### src/rtl/if_pkg.sv
// Shared constants and types for the instruction fetch stage.
// Latency: n/a (package only).
// Backpressure: n/a (package only).
package if_pkg;

  localparam logic [31:0] NOP_WORD          = 32'h0000_0000;
  localparam int unsigned PC_INC            = 4;
  localparam logic [31:0] HALT_WORD_DEFAULT = 32'hFFFF_FFFF;

  typedef enum logic {
    ST_RUN  = 1'b0,
    ST_HALT = 1'b1
  } fetch_state_e;

endpackage

### src/rtl/if_id_reg.sv
// IF/ID pipeline register: captures {pc, instruction, valid} for decode.
// Latency: 1 cycle from i_load to outputs.
// Backpressure: holds its contents when neither i_load nor i_bubble is set.
//
// Ports:
//   i_clk, i_rst          clock, async active-low reset
//   i_load                capture i_pc/i_instruction/i_valid
//   i_bubble              keep pc, replace entry with an invalid NOP
//   i_pc/i_instruction/i_valid  entry to capture
//   o_pc/o_instruction/o_valid  registered entry
module if_id_reg
  import if_pkg::*;
#(
  parameter int NBITS = 32
) (
  input  logic             i_clk,
  input  logic             i_rst,
  input  logic             i_load,
  input  logic             i_bubble,
  input  logic [NBITS-1:0] i_pc,
  input  logic [NBITS-1:0] i_instruction,
  input  logic             i_valid,
  output logic [NBITS-1:0] o_pc,
  output logic [NBITS-1:0] o_instruction,
  output logic             o_valid
);

  always_ff @(posedge i_clk or negedge i_rst) begin
    if (!i_rst) begin
      o_pc          <= '0;
      o_instruction <= NBITS'(NOP_WORD);
      o_valid       <= 1'b0;
    end else if (i_load) begin
      o_pc          <= i_pc;
      o_instruction <= i_instruction;
      o_valid       <= i_valid;
    end else if (i_bubble) begin
      // pc is left alone so the debug view still points at the halt
      o_instruction <= NBITS'(NOP_WORD);
      o_valid       <= 1'b0;
    end
  end

endmodule

### src/rtl/instruction_fetch_stage.sv
// Instruction fetch: owns the PC, drives a 1-cycle sync imem, feeds IF/ID.
// Latency: address issued at edge n reaches IF/ID after edge n+2.
// Backpressure: stall/disable freezes PC, in-flight fetch and IF/ID; imem_en
//   drops so the memory holds its word and nothing is lost or duplicated.
//
// Ports:
//   i_clk, i_rst                    clock, async active-low reset
//   i_enable, i_hazard_detected     debug run/step enable, load-use stall
//   i_pc_redirect, i_redirect_target  taken jump/branch from decode
//   o_imem_addr, o_imem_en, i_imem_data  instruction memory interface
//   o_pc, o_instruction, o_valid    IF/ID contents
//   o_fetch_pc, o_halted            debug view of PC and halt status
module instruction_fetch_stage
  import if_pkg::*;
#(
  parameter int               NBITS     = 32,
  parameter logic [NBITS-1:0] PC_RESET  = '0,
  parameter logic [NBITS-1:0] HALT_WORD = NBITS'(HALT_WORD_DEFAULT)
) (
  input  logic             i_clk,
  input  logic             i_rst,
  input  logic             i_enable,
  input  logic             i_hazard_detected,
  input  logic             i_pc_redirect,
  input  logic [NBITS-1:0] i_redirect_target,
  output logic [NBITS-1:0] o_imem_addr,
  output logic             o_imem_en,
  input  logic [NBITS-1:0] i_imem_data,
  output logic [NBITS-1:0] o_pc,
  output logic [NBITS-1:0] o_instruction,
  output logic             o_valid,
  output logic [NBITS-1:0] o_fetch_pc,
  output logic             o_halted
);

  logic [NBITS-1:0] r_pc;
  logic [NBITS-1:0] r_pc_f;
  logic             r_fv;
  fetch_state_e     r_state;
  fetch_state_e     state_nxt;

  logic             adv;
  logic             drain;
  logic             halt_cap;
  logic [NBITS-1:0] fetch_word;

  assign adv   = i_enable & ~i_hazard_detected & (r_state == ST_RUN);
  assign drain = i_enable & ~i_hazard_detected & (r_state == ST_HALT);

  // A squashed in-flight fetch enters IF/ID as a NOP regardless of memory data
  assign fetch_word = r_fv ? i_imem_data : NBITS'(NOP_WORD);

  // HALT is recognised as it is captured, so halt and IF/ID load share an edge
  assign halt_cap = adv & r_fv & (i_imem_data == HALT_WORD);

  assign o_imem_en   = adv & i_rst;
  assign o_imem_addr = r_pc;
  assign o_fetch_pc  = r_pc;
  assign o_halted    = (r_state == ST_HALT);

  always_ff @(posedge i_clk or negedge i_rst) begin
    if (!i_rst) begin
      r_state <= ST_RUN;
    end else begin
      r_state <= state_nxt;
    end
  end

  always_comb begin
    state_nxt = r_state;
    case (r_state)
      ST_RUN:  if (halt_cap) state_nxt = ST_HALT;
      ST_HALT: state_nxt = ST_HALT;
      default: state_nxt = ST_RUN;
    endcase
  end

  always_ff @(posedge i_clk or negedge i_rst) begin
    if (!i_rst) begin
      r_pc   <= PC_RESET;
      r_pc_f <= '0;
      r_fv   <= 1'b0;
    end else if (adv) begin
      r_pc_f <= r_pc;
      // HALT beats a redirect on the same edge: PC keeps counting to halt+8
      if (i_pc_redirect && !halt_cap) begin
        r_pc <= {i_redirect_target[NBITS-1:2], 2'b00};
        r_fv <= 1'b0;  // kill the fetch behind the delay slot
      end else begin
        r_pc <= r_pc + NBITS'(PC_INC);
        r_fv <= 1'b1;
      end
    end
  end

  if_id_reg #(
    .NBITS (NBITS)
  ) u_if_id_reg (
    .i_clk         (i_clk),
    .i_rst         (i_rst),
    .i_load        (adv),
    .i_bubble      (drain),
    .i_pc          (r_pc_f),
    .i_instruction (fetch_word),
    .i_valid       (r_fv),
    .o_pc          (o_pc),
    .o_instruction (o_instruction),
    .o_valid       (o_valid)
  );

endmodule
### config.mk
export PLATFORM = sky130hd
export DESIGN_NAME = instruction_fetch_stage
export DESIGN_NICKNAME = d
export VERILOG_FILES = /design/src/rtl/if_pkg.sv /design/src/rtl/if_id_reg.sv /design/src/rtl/instruction_fetch_stage.sv
export SDC_FILE = /design/constraint.sdc
export NUM_CORES = 1
export LEC_CHECK = 0
export CAP_MARGIN = 20
export CORE_MARGIN = 4
export CORE_UTILIZATION = 49
export DETAILED_ROUTE_END_ITERATION = 16
export GPL_TIMING_DRIVEN = 0
export PLACE_DENSITY = 0.91
export RECOVER_POWER = 50
export SLEW_MARGIN = 20
export SYNTH_ARGS = -nofsm -noshare
export SYNTH_HDL_FRONTEND = slang
export SYNTH_SLANG_ARGS = --single-unit
export TNS_END_PERCENT = 1
### constraint.sdc
create_clock -name i_clk -period 6.16 [get_ports i_clk]
set_clock_uncertainty 0.2 [all_clocks]
set_input_delay 1.848 -clock i_clk [delete_from_list [all_inputs] [get_ports i_clk]]
set_output_delay 1.848 -clock i_clk [all_outputs]
set_load 0.05 [all_outputs]
==> impl_metrics.yaml <==
critical_path:
  reg2reg_slack_ps: 3180
  critPathTopFamily: "buffers and inverters"
  cp_slowest_cell: "clkdlybuf4s50_1"
  worstSetupEndpoint: "o_imem_en"
  cp-start-kind: "primary input"
  endpoint_kind: "output port"
  required_ps: 4110
  setup.worst_path.start: "i_hazard_detected"
  r2r-start: "o_halted"
  crit_buf_inv: 5
  rr_worst_depth: 7
  crit_type: "primary input to output port"
  cp_max_fo: 10
  slowest_delay_ps: 420
  crit_chain: "clkdlybuf4s50_1, nand2b_1, clkbuf_1, nor2_2, buf_2, clkbuf_4, and2_1, clkdlybuf4s15_2"
  r2r_end: "o_fetch_pc[16]"
  crit_arrival_ps: 4030
  critical_path_depth: 8
global_routing:
  grt_start_max_net_pins: 79
  antenna_found_initial: 0
  grtUsageTotal_pct: 27.7
  grt_pass1_vias: 5575
  globalRouteOverflowTotal: 0
  grt_pass1_wl_mm: 28.9
clocking:
  ctsHtreeMaxLevel: 4
  clkTransAtPathRegs_ps: 60
  post_cts_buffers: 0
  cts_tree: "yes"
  cts_root_buf: "clkbuf_16"
  clk_latency_ps: 420
  cts_made_buffers: 17
  clockBufferDepth: 2
  hold_buffers: 0
  numClockSinks: 125
logic_synthesis:
  synth_seq_cells: 125
  ys_seq_area_share_pct: 53.6
  synth.avg_cell_area_um2: 9.64
  yosysWarnings: 0
  synthArstFlopShare_pct: 100
  synth_edf_count: 0
  syn_area_um2: 5830
  synthCells: 605
  synth_cell_type_count: 53
  synthFlopType: "dfrtp_1"
timing:
  min_period_ps: 6080
  timing.fmax_ghz: 0.165
  grt_setup_unrepaired: "false"
  slew_viol_final: 79
  hold_violations: 0
  fin_tns_setup_ps: 0
  period_share_pct: 98.6
  final-setup-viol-count: 0
  worst_pin_slew_ps: 3310
  max_slew_margin_pct: -121
  whs_ps: 268
floorplanning:
  core-area_um2: 11500
  dieArea_um2: 13700
  fp-row-count: 39
  fp.dieW_um: 117
  die_height_um: 117
  initial_core_util_pct: 50.7
  pin_count: 200
detailed_routing:
  drc: 0
  vias_per_cell: 5.75
  dr.first_iter.drc_count: 562
  post_drt_wl_per_cell_um: 19.3
  vias: 5619
  drtPass1Iterations: 6
  ant_nets: 0
  drt-total-wl_mm: 18.8
power:
  p_seq_share_pct: 33.0
  switching_power_uw: 1270
  swShare_pct: 38.2
  p_clk_share_pct: 32.5
  power_density_nw_per_um2: 386
  combPwrFrac_pct: 34.5
  p_leak_uw: 0.00399
  internal-power_uw: 2050
  ir_drop_v: 0.000241
finish:
  nFillCells: 777
  nets: 891
  seqCellArea_um2: 3130
  syn2layout_area_growth_pct: 47.2
  drive_above_1_share_pct: 11.2
  multi_input_area_um2: 2260
  insertedDiodeCount: 0
run_status:
  status: "finished with violations"
  violations: "max-capacitance violations, max-slew violations"
min_path:
  hp-class: "register to register"
job:
  drv_cap: 1
placement:
  portBuffers: 191
  gp_congestion: 0.901
  dp_hpwl_mm: 13.6
-- cell usage after synthesis, types with 5 or more instances --
master       n  area, um^2
a22o_1      32         280
nand4_1     18         113
clkbuf_1    17        63.8
nor2_1       9        33.8
mux2i_1     13         130
nand3_1     29         145
dfrtp_1    125        3130
a21oi_1     15        75.1
and3_1       5        31.3
nand2_1    190         713
o21ai_0      8        40.0
a2bb2oi_1   13         114
buf_4       39         293
nor3_1       8        40.0
buf_1       11        41.3
o211ai_1     5        37.5
inv_1        5        18.8
buf_2        7        35.0
-- how the worst min path moves through the flow --
stage                    startpoint              endpoint  slack (ps)  cells past startpoint
2_1_floorplan            r_pc_f[10]  u_if_id_reg.o_pc[10]         240                      2
3_5_place_dp             r_pc_f[27]  u_if_id_reg.o_pc[27]         250                      2
4_1_cts                  r_pc_f[27]  u_if_id_reg.o_pc[27]         270                      2
3_3_place_gp             r_pc_f[29]  u_if_id_reg.o_pc[29]         250                      2
6_report       u_if_id_reg.o_pc[29]  u_if_id_reg.o_pc[29]         270                      2
5_1_grt         u_if_id_reg.o_pc[6]   u_if_id_reg.o_pc[6]         300                      2
-- per-layer routing --
| metal | track usage, % | vias to the layer above | part of all wire (%) |
|---|---|---|---|
| met5 | 0 | - | 0 |
| met4 | 12.2 | 0 | 3.2 |
| met3 | 6.63 | 53 | 8.2 |
| met2 | 46.1 | 328 | 50 |
| met1 | 34.6 | 2732 | 39 |
| li1 | - | 2506 | - |
-- power by group through the flow --
stage | clock, uW | sequential, uW | combinational, uW
global route | 1110 | 1110 | 1200
CTS | 1080 | 1090 | 1160
detailed placement | 0 | 1100 | 1160
global placement | 0 | 1090 | 1130
finish | 1070 | 1090 | 1140
floorplan | 0 | 1430 | 385
-- worst reg2reg max path: stages (launching register included) --
cell	delay (ps)
dfrtp_1	410
or3b_1	410
nor2_1	480
a41oi_1	500
buf_2	350
buf_2	240
nor3_1	220
a21oi_1	50
-- metrics by stage --
stage | cells | instance area (um^2) | total power, uW | utilization (%) | setup slack, ps
2_1_floorplan | 610 | 5850 | 1820 | - | 803
3_3_place_gp | 944 | 7940 | 2220 | 69.0 | -3480
3_5_place_dp | 945 | 7970 | 2260 | 69.2 | -884
4_1_cts | 977 | 8610 | 3330 | 74.8 | 23.1
5_1_grt | 977 | 8590 | 3420 | 74.6 | 6.73
6_report | 977 | 8590 | 3310 | 74.6 | 84.8
-- placed cells by master, fill, tap and decap left out, types with 13 or more instances in the layout --
master | netlist | routed
a22o_1 | 32 | 32
clkbuf_1 | 17 | 18
nand4_1 | 18 | 18
nand3_1 | 29 | 29
mux2i_1 | 13 | 13
a2bb2oi_1 | 13 | 13
buf_4 | 39 | 39
a21oi_1 | 15 | 15
clkdlybuf4s50_1 | 0 | 161
clkbuf_16 | 0 | 17
nand2_1 | 190 | 190
dlygate4sd3_1 | 0 | 28
dfrtp_1 | 125 | 125
-- cells by family (layout without fill, tap and decap cells) --
group | Yosys count | count (layout) | share of synthesized area [%]
buffers and inverters | 79 | 303 | 7.74
adder cells (fa/ha/maj) | 1 | 1 | 0.214
flip-flops | 125 | 125 | 53.6
other | 1 | 6 | 0.0643
AO/OA/AOI/OAI | 96 | 96 | 12.8
multiplexers | 14 | 14 | 2.42
AND/OR/NAND/NOR | 289 | 289 | 23.1
-- sequential cells by signal, indices dropped and copies added (netlist names) --
name                       flops
u_if_id_reg.o_instruction     32
o_fetch_pc                    30
r_pc_f                        30
u_if_id_reg.o_pc              30
o_halted                       1
r_fv                           1
u_if_id_reg.o_valid            1
-- what timing repair did --
| action | in CTS | in global routing |
|---|---|---|
| resized for setup | 6 | 2 |
| pin swaps | 0 | 0 |
| endpoints found under the setup margin | 1 | 1 |
-- final cells by class --
cell class | instances | share of cell area (%)
buffer | 74 | 5.10
tap | 143 | 2.08
sequential | 125 | 36.4
inverter | 5 | 0.219
clock buffer | 19 | 5.16
clock inverter | 13 | 2.21
timing repair buffer | 192 | 22.4
multi-input combinational | 406 | 26.4
(Power assumes the default switching activity.)
